[src/rtl/dmem_bist_initiator.sv]
// Data-port BIST initiator: writes a seeded pattern over a word range, reads it
// back and compares each word, reporting pass/fail and the first failing word.
module dmem_bist_initiator #(
  parameter int unsigned DATA_WIDTH     = 32,
  parameter int unsigned ADDRESS_BITS   = 32,
  parameter int unsigned COUNT_BITS     = 16,
  parameter int unsigned TIMEOUT_CYCLES = 1024
) (
  input  logic                      clock,
  input  logic                      reset,
  input  logic                      start,
  input  logic [ADDRESS_BITS-1:0]   base_address,
  input  logic [COUNT_BITS-1:0]     word_count,
  input  logic [DATA_WIDTH-1:0]     seed,
  output logic                      d_mem_read,
  output logic                      d_mem_write,
  output logic [DATA_WIDTH/8-1:0]   d_mem_byte_en,
  output logic [ADDRESS_BITS-1:0]   d_mem_address_in,
  output logic [DATA_WIDTH-1:0]     d_mem_data_in,
  input  logic [DATA_WIDTH-1:0]     d_mem_data_out,
  input  logic [ADDRESS_BITS-1:0]   d_mem_address_out,
  input  logic                      d_mem_valid,
  input  logic                      d_mem_ready,
  output logic                      busy,
  output logic                      done,
  output logic                      pass,
  output logic [ADDRESS_BITS-1:0]   fail_address,
  output logic [DATA_WIDTH-1:0]     fail_data
);

  localparam int unsigned BE_W  = DATA_WIDTH / 8;
  localparam int unsigned TMO_W = $clog2(TIMEOUT_CYCLES) + 1;
  localparam logic [TMO_W-1:0] TMO_LAST = TMO_W'(TIMEOUT_CYCLES - 1);

  typedef enum logic [2:0] {
    S_IDLE,
    S_WRITE,
    S_READ,
    S_WAIT,
    S_DONE
  } state_t;

  state_t                  state_q, state_d;
  logic [COUNT_BITS-1:0]   idx_q, idx_d;
  logic [COUNT_BITS-1:0]   count_q, count_d;
  logic [ADDRESS_BITS-1:0] base_q, base_d;
  logic [DATA_WIDTH-1:0]   seed_q, seed_d;
  logic [TMO_W-1:0]        tmo_q, tmo_d;

  logic                    read_d, write_d, busy_d, done_d, pass_d;
  logic [BE_W-1:0]         be_d;
  logic [ADDRESS_BITS-1:0] addr_d, fail_addr_d;
  logic [DATA_WIDTH-1:0]   wdata_d, fail_data_d;

  logic [ADDRESS_BITS-1:0] start_base;
  logic [ADDRESS_BITS-1:0] cur_addr;
  logic [ADDRESS_BITS-1:0] next_addr;
  logic [COUNT_BITS-1:0]   idx_inc;
  logic                    last_word;
  logic                    accept;
  logic                    hit;
  logic                    unused_base_lsbs;

  // Expected memory contents for a given byte address
  function automatic logic [DATA_WIDTH-1:0] pat(input logic [ADDRESS_BITS-1:0] a,
                                                input logic [DATA_WIDTH-1:0]   s);
    return DATA_WIDTH'(a) ^ s;
  endfunction

  // Word addresses wrap modulo 2^ADDRESS_BITS; low two base bits are ignored
  assign start_base       = {base_address[ADDRESS_BITS-1:2], 2'b00};
  assign unused_base_lsbs = ^base_address[1:0];
  assign idx_inc          = idx_q + COUNT_BITS'(1);
  assign cur_addr         = base_q + (ADDRESS_BITS'(idx_q) << 2);
  assign next_addr        = base_q + (ADDRESS_BITS'(idx_inc) << 2);
  assign last_word        = (idx_inc == count_q);
  assign accept           = (d_mem_read | d_mem_write) & d_mem_ready;
  assign hit              = d_mem_valid && (d_mem_address_out == cur_addr);

  // State, bookkeeping and registered outputs
  always_ff @(posedge clock) begin
    if (reset) begin
      state_q          <= S_IDLE;
      idx_q            <= '0;
      count_q          <= '0;
      base_q           <= '0;
      seed_q           <= '0;
      tmo_q            <= '0;
      d_mem_read       <= 1'b0;
      d_mem_write      <= 1'b0;
      d_mem_byte_en    <= '0;
      d_mem_address_in <= '0;
      d_mem_data_in    <= '0;
      busy             <= 1'b0;
      done             <= 1'b0;
      pass             <= 1'b0;
      fail_address     <= '0;
      fail_data        <= '0;
    end else begin
      state_q          <= state_d;
      idx_q            <= idx_d;
      count_q          <= count_d;
      base_q           <= base_d;
      seed_q           <= seed_d;
      tmo_q            <= tmo_d;
      d_mem_read       <= read_d;
      d_mem_write      <= write_d;
      d_mem_byte_en    <= be_d;
      d_mem_address_in <= addr_d;
      d_mem_data_in    <= wdata_d;
      busy             <= busy_d;
      done             <= done_d;
      pass             <= pass_d;
      fail_address     <= fail_addr_d;
      fail_data        <= fail_data_d;
    end
  end

  // Next-state and next-output logic; request fields hold unless accepted
  always_comb begin
    state_d     = state_q;
    idx_d       = idx_q;
    count_d     = count_q;
    base_d      = base_q;
    seed_d      = seed_q;
    tmo_d       = tmo_q;
    read_d      = d_mem_read;
    write_d     = d_mem_write;
    be_d        = d_mem_byte_en;
    addr_d      = d_mem_address_in;
    wdata_d     = d_mem_data_in;
    busy_d      = busy;
    done_d      = 1'b0;
    pass_d      = pass;
    fail_addr_d = fail_address;
    fail_data_d = fail_data;

    case (state_q)
      S_IDLE: begin
        if (start) begin
          fail_addr_d = '0;
          fail_data_d = '0;
          if (word_count == '0) begin
            pass_d  = 1'b1;
            done_d  = 1'b1;
            state_d = S_DONE;
          end else begin
            base_d  = start_base;
            count_d = word_count;
            seed_d  = seed;
            idx_d   = '0;
            pass_d  = 1'b0;
            busy_d  = 1'b1;
            write_d = 1'b1;
            be_d    = '1;
            addr_d  = start_base;
            wdata_d = pat(start_base, seed);
            state_d = S_WRITE;
          end
        end
      end

      S_WRITE: begin
        if (accept) begin
          if (last_word) begin
            idx_d   = '0;
            write_d = 1'b0;
            wdata_d = '0;
            read_d  = 1'b1;
            addr_d  = base_q;
            state_d = S_READ;
          end else begin
            idx_d   = idx_inc;
            addr_d  = next_addr;
            wdata_d = pat(next_addr, seed_q);
          end
        end
      end

      S_READ: begin
        if (accept) begin
          read_d  = 1'b0;
          be_d    = '0;
          tmo_d   = '0;
          state_d = S_WAIT;
        end
      end

      S_WAIT: begin
        if (hit && (d_mem_data_out == pat(cur_addr, seed_q))) begin
          if (last_word) begin
            pass_d  = 1'b1;
            done_d  = 1'b1;
            busy_d  = 1'b0;
            addr_d  = '0;
            state_d = S_DONE;
          end else begin
            idx_d   = idx_inc;
            read_d  = 1'b1;
            be_d    = '1;
            addr_d  = next_addr;
            state_d = S_READ;
          end
        end else if (hit) begin
          // Fail fast on the first corrupted word
          fail_addr_d = cur_addr;
          fail_data_d = d_mem_data_out;
          done_d      = 1'b1;
          busy_d      = 1'b0;
          addr_d      = '0;
          state_d     = S_DONE;
        end else if (tmo_q == TMO_LAST) begin
          fail_addr_d = cur_addr;
          fail_data_d = '0;
          done_d      = 1'b1;
          busy_d      = 1'b0;
          addr_d      = '0;
          state_d     = S_DONE;
        end else begin
          tmo_d = tmo_q + TMO_W'(1);
        end
      end

      S_DONE: begin
        state_d = S_IDLE;
      end

      default: begin
        state_d = S_IDLE;
      end
    endcase
  end

endmodule

[config.mk]
export PLATFORM = sky130hd
export DESIGN_NAME = dmem_bist_initiator
export DESIGN_NICKNAME = d
export VERILOG_FILES = /design/src/rtl/dmem_bist_initiator.sv
export SDC_FILE = /design/constraint.sdc
export NUM_CORES = 1
export LEC_CHECK = 0
export CAP_MARGIN = 20
export CORE_MARGIN = 2
export CORE_UTILIZATION = 30
export CTS_BUF_LIST = sky130_fd_sc_hd__clkbuf_8
export DETAILED_ROUTE_END_ITERATION = 7
export HOLD_SLACK_MARGIN = 0.12
export PLACE_DENSITY_LB_ADDON = 0.15
export SYNTH_ARGS = -nofsm -noshare
export SYNTH_HDL_FRONTEND = slang
export SYNTH_SLANG_ARGS = --single-unit
[constraint.sdc]
create_clock -name clock -period 6.4 [get_ports clock]
set_input_delay 1.28 -clock clock [delete_from_list [all_inputs] [get_ports clock]]
set_output_delay 1.28 -clock clock [all_outputs]
set_load 0.02 [all_outputs]
After elaboration in Yosys (flattened, before gate mapping)
Index checks and enable logic that the tools add are counted.
{"block": "word_totals", "regBits": 245, "elab_cells": 144}
{"block": "op_classes", "add_sub_neg": 4, "n_eq_ne": 21, "mux": 75, "bitwise": 6, "n_reduce_logical": 22}
{"operator": "32-bit two-way mux", "count": 18}
{"operator": "32-bit one-hot mux with 2 select lines", "count": 3}
{"operator": "16-bit two-way mux", "count": 6}
{"operator": "32-bit one-hot mux with 3 select lines", "count": 1}
{"operator": "32-bit bitwise XOR", "count": 3}
{"operator": "32-bit by 18-bit adder with 32-bit output", "count": 2}
{"operator": "32-bit == test", "count": 2}
{"operator": "16-bit one-hot mux with 3 select lines", "count": 1}
{"operator": "11-bit two-way mux", "count": 4}
{"operator": "3-bit two-way mux", "count": 9}
{"operator": "5-bit AND reduction", "count": 5}
{"operator": "2-bit != test, second input constant", "count": 11}
{"operator": "11-bit one-hot mux with 2 select lines", "count": 1}
{"operator": "1-bit two-way mux", "count": 20}
{"operator": "4-bit two-way mux", "count": 5}
{"operator": "6-bit AND reduction", "count": 3}
{"operator": "16-bit by 1-bit adder with 16-bit output, second input constant", "count": 1}
{"operator": "16-bit == test", "count": 1}
{"operator": "16-bit zero test", "count": 1}
{"operator": "3-bit one-hot mux with 4 select lines", "count": 1}
{"operator": "4-bit one-hot mux with 3 select lines", "count": 1}
{"operator": "4-bit AND reduction", "count": 3}
{"operator": "11-bit by 1-bit adder with 11-bit output, second input constant", "count": 1}
{"operator": "11-bit by 10-bit == test with 1-bit output, second input constant", "count": 1}
{"operator": "other kinds (14)", "count": 24}

Longest topological paths before layout
{"block": "logic_depth", "ltp_word": 6, "mapped_depth": 18, "depth_no_buf": 17}

Worst setup path after synthesis
Ideal clock, no wire load.
{"block": "synth_timing", "path_type": "in2reg", "start": "in d_mem_address_out[21]", "end": "reg fail_address[12]", "arrival_ps": 4037, "setup_slack_ps": 2224, "stages": 13, "cell_sequence": "xor2_1 o31ai_1 a22o_1 or4_1 nor4_1 nand4_1 or4_1 buf_4 nand2_2 a21boi_2 buf_4 buf_2 o32ai_1"}
{"block": "synth_between", "elab_chain_len": 5}
{"element": "from (decl)", "line_no": "21", "rtl": "input logic [ADDRESS_BITS-1:0] d_mem_address_out,"}
{"element": "32-bit == test (*)", "line_no": "78", "rtl": "assign hit = d_mem_valid && (d_mem_address_out == cur_addr);"}
{"element": "1-bit logical AND (*)", "line_no": "78"}
{"element": "32-bit two-way mux or 1-bit logical AND (tied branches)", "line_no": "204, 190"}
{"element": "32-bit two-way mux or 2-bit != test (tied branches)"}
{"element": "32-bit one-hot mux with 2 select lines or 4-bit AND reduction (tied branches)"}
{"element": "to (signal assigned)", "line_no": "114", "rtl": "fail_address <= fail_addr_d;"}
{"element": "to (decl)", "line_no": "27", "rtl": "output logic [ADDRESS_BITS-1:0] fail_address,"}
Every way passes the cells marked *; elsewhere a longest branch is shown, timed or not. The select of a mux whose other input is x is not followed.
A chain may end at the register's enable or synchronous reset.

Worst setup path after layout
{"block": "layout_timing", "start": "reg idx_q[15]", "end": "reg fail_data[0]"}
{"block": "layout_between", "elab_chain_len": 6}
{"element": "from (decl)", "line_no": "44", "rtl": "logic [COUNT_BITS-1:0] idx_q, idx_d;"}
{"element": "from (signal assigned)", "line_no": "101", "rtl": "idx_q <= idx_d;"}
{"element": "32-bit by 18-bit adder with 32-bit output (*)", "line_no": "74", "rtl": "assign cur_addr = base_q + (ADDRESS_BITS'(idx_q) << 2);"}
{"element": "32-bit bitwise XOR or 32-bit == test (tied branches)", "line_no": "67, 78"}
{"element": "32-bit == test or 1-bit logical AND (tied branches)", "line_no": "190, 78"}
{"element": "1-bit logical AND or 32-bit two-way mux (tied branches)", "line_no": "190, 204"}
{"element": "2-bit != test (no source line) or 32-bit two-way mux (tied branches)"}
{"element": "4-bit AND reduction (no source line) or 32-bit one-hot mux with 2 select lines (tied branches)"}
{"element": "to (signal assigned)", "line_no": "115", "rtl": "fail_data <= fail_data_d;"}
{"element": "to (decl)", "line_no": "28", "rtl": "output logic [DATA_WIDTH-1:0] fail_data"}
Marks and branches as above.

==> impl_metrics.json <==
{
  "status": "complete, no violations",
  "dr.pass1.iters": 5,
  "vdd_ir_drop_max_uv": 154,
  "intPower_uw": 3020,
  "cp-end-kind": "flop",
  "synth-edff-count": 0,
  "cts.sinks": 238,
  "leakagePower_uw": 0.00771,
  "switchingPower_uw": 1590,
  "worstPathCellList": "ha_1, nand2_1, o31ai_1, o21ai_1, a311oi_1, xnor3_1, and4_1, nand4_1, or4_1, buf_4, nand2_2, a21boi_4, buf_12, buf_12, mux2i_1",
  "clockBufferDepth": 3,
  "postRouteAntennaNets": 0,
  "final_layout_size_suffix_gt1_share_pct": 7.47,
  "crit_arrival_ns": 6.06,
  "num_vias": 17700,
  "tritoncts": "yes",
  "antenna_found_initial": 0,
  "post_synth_instance_area_sq_um": 16600,
  "r2r_start": "idx_q[15]",
  "relSlewSlack_pct": 29.2,
  "grt_usage_pct": 26.6,
  "reg2reg_depth": 15,
  "ys_seq_area_share_pct": 28.6,
  "nets": 2584,
  "syn_inst": 2163,
  "routabilityCongestion": 0.973,
  "rows": 86,
  "grt_pass1_wl_mm": 113,
  "regArea_sq_um": 4760,
  "avgViaCountPerCell": 5.57,
  "cp_max_fo": 21,
  "synth_seq_cells": 238,
  "first_iter_violations": 1676,
  "num-fill-cells": 5733,
  "endpoint": "fail_data[0]",
  "slowest_delay_ns": 0.85,
  "grt_pass1_vias": 16800,
  "final_common_cell": "nand2_1",
  "max_freq_ghz": 0.182,
  "yosys_warnings": 0,
  "hold_violations": 0,
  "cap_viol_max_count": 0,
  "dp_hpwl_mm": 59.7,
  "crit_path_frequent_cell": "buf_12",
  "synth_area_leader_cell": "dfxtp_1",
  "fp.dieArea_sq_um": 57400,
  "power_frac_clock_pct": 37.4,
  "pwr-share-seq_pct": 36.8,
  "synth.distinct_cells": 99,
  "r2r_slack_ns": 0.91,
  "synth_flop_cell": "dfxtp_1",
  "routedWlPerCell_microns": 24.6,
  "fin_area_sq_um": 21300,
  "cts.htree.levels": 2,
  "netlist.area_leader.share_pct": 28.6,
  "core_area_sq_um": 55000,
  "path_clk_slew_ns": 0.06,
  "ios": 286,
  "fin_skew_ns": 0.0382,
  "avgSynthCellArea_sq_um": 7.70,
  "power_switching_share_pct": 34.5,
  "route.detailed.drc": 0,
  "hold_buffers": 0,
  "synthArstFlopShare_pct": 0,
  "tns_ns": 0,
  "tightest_slew_ns": 1.06,
  "multi_input_area_sq_um": 11000,
  "cp-start-kind": "flop",
  "die_w_microns": 240,
  "rsz0062_at_grt": "no",
  "overflow": 0,
  "initial_core_util_pct": 30.3,
  "fin_crit_ns": 5.49,
  "post_cts_resized": 0,
  "grt_max_degree": 99,
  "r2r_end": "fail_data[0]",
  "slew_viol_final": 0,
  "post_cts_buffers": 0,
  "syn2layout_area_growth_pct": 27.9,
  "die_y_microns": 240,
  "cts_buffers": 48,
  "crit_start": "idx_q[15]",
  "crit_required_ns": 6.96,
  "yosys-top-cells-area": "dfxtp_1, nand2_1, xnor2_1",
  "hp-class": "reg -> reg",
  "most-common-layout-cells": "nand2_1, clkdlybuf4s50_1, dfxtp_1",
  "placed_area_sq_um": 20300,
  "clock_latency_ns": 0.66,
  "critical_path_class": "reg -> reg",
  "slowest_stage": "o31ai_1",
  "finalCritPeriodShare_pct": 85.8,
  "wl_mm": 78.4,
  "power_density_nw_per_um2": 217,
  "pwr-share-comb_pct": 25.8,
  "port-buffer-count": 279,
  "setup_viol": 0,
  "cts-root-buf": "clkbuf_8"
}
worst min-delay path by stage:
stage,from,to,slack (ns),depth (start not counted)
after floorplan,count_q[15],count_q[15],0.44,2
after global placement,fail_data[29],fail_data[29],0.44,2
after detailed placement,d_mem_data_in[4],d_mem_data_in[4],0.45,2
after CTS,d_mem_data_in[5],d_mem_data_in[5],0.46,2
after global routing,fail_data[26],fail_data[26],0.48,2
final,d_mem_data_in[5],d_mem_data_in[5],0.46,2
power by group through the flow:
stage	sequential (uW)	clock, uW	combinational [uW]
CTS	1700	1760	1190
global placement	1730	0	1170
finish	1700	1720	1190
global route	1710	1820	1270
detailed placement	1730	0	1180
floorplan	1720	0	645
through the flow:
step           power (uW)  hold WS, ns  util, %  std cells  setup WS, ns
3_5_place_dp         2910        0.450     36.9       3097         0.971
3_3_place_gp         2900        0.444     36.9       3097         0.974
2_1_floorplan        2360        0.437        -       2166          2.22
5_1_grt              4800        0.479     38.7       3183         0.750
4_1_cts              4640        0.458     38.7       3183         0.940
6_report             4610        0.456     38.7       3184         0.906
state kept, by name, summed over array words and instances, names as in the netlist, 3 cells and up:
name,count
d_mem_data_in,32
fail_data,32
seed_q,32
base_q,30
d_mem_address_in,30
fail_address,30
count_q,16
idx_q,16
tmo_q,11
state_q,3
cells by family (layout without fill, tap and decap cells):
logic type | Yosys count | in the layout | share of synthesized area, %
AND/OR/NAND/NOR | 797 | 797 | 22.4
AO/OA/AOI/OAI | 598 | 598 | 24.0
flip-flops | 238 | 238 | 28.6
buffers and inverters | 226 | 495 | 5.85
XOR/XNOR | 220 | 220 | 13.4
multiplexers | 47 | 47 | 2.85
adder cells (fa/ha/maj) | 36 | 36 | 2.80
other | 1 | 5 | 0.0225
Yosys cell counts, drive strengths merged, types with 11 or more instances:
| cell | instances |
|---|---|
| a211oi | 14 |
| a21o | 11 |
| a21oi | 191 |
| a221oi | 14 |
| a31oi | 31 |
| and2 | 16 |
| and3 | 20 |
| buf | 47 |
| clkbuf | 119 |
| dfxtp | 238 |
| ha | 34 |
| inv | 58 |
| mux2i | 44 |
| nand2 | 367 |
| nand2b | 13 |
| nand3 | 59 |
| nand4 | 36 |
| nor2 | 125 |
| nor2b | 13 |
| nor3 | 53 |
| nor4 | 30 |
| o2111ai | 20 |
| o211ai | 19 |
| o21ai | 118 |
| o221ai | 11 |
| o22ai | 17 |
| o2bb2ai | 14 |
| o31ai | 19 |
| o32ai | 29 |
| or4 | 17 |
| xnor2 | 111 |
| xnor3 | 18 |
| xor2 | 87 |
critical path: cells and delay by family, from the launching register on:
| family | cells | cell delay, ns |
|---|---|---|
| xor gates and xnor gates | 1 | 0.23 |
| DFF | 1 | 0.42 |
| and+or+nand+nor | 5 | 1.21 |
| buffers and inverters | 3 | 0.62 |
| AOI/OAI and AO/OA | 4 | 2.04 |
| adders and majority gates | 1 | 0.62 |
| muxes | 1 | 0.19 |
routing by layer:
layer | global-route usage [%] | up-vias | part of all wire, %
met5 | 0 | - | 0
met4 | 9.77 | 0 | 3.8
met3 | 3.81 | 157 | 6.4
met2 | 43.0 | 751 | 46
met1 | 35.8 | 8523 | 44
li1 | - | 8291 | -
area by class of cell:
type | instances | share of cell area, %
Sequential cell | 238 | 22.4
Timing Repair Buffer | 349 | 15.9
Clock buffer | 59 | 3.81
Tap cell | 748 | 4.39
Inverter | 60 | 1.06
Clock inverter | 27 | 0.993
Multi-Input combinational cell | 1702 | 51.4
Antenna cell | 1 | 0.0117
Note: power is estimated with default switching activity, not from simulation.
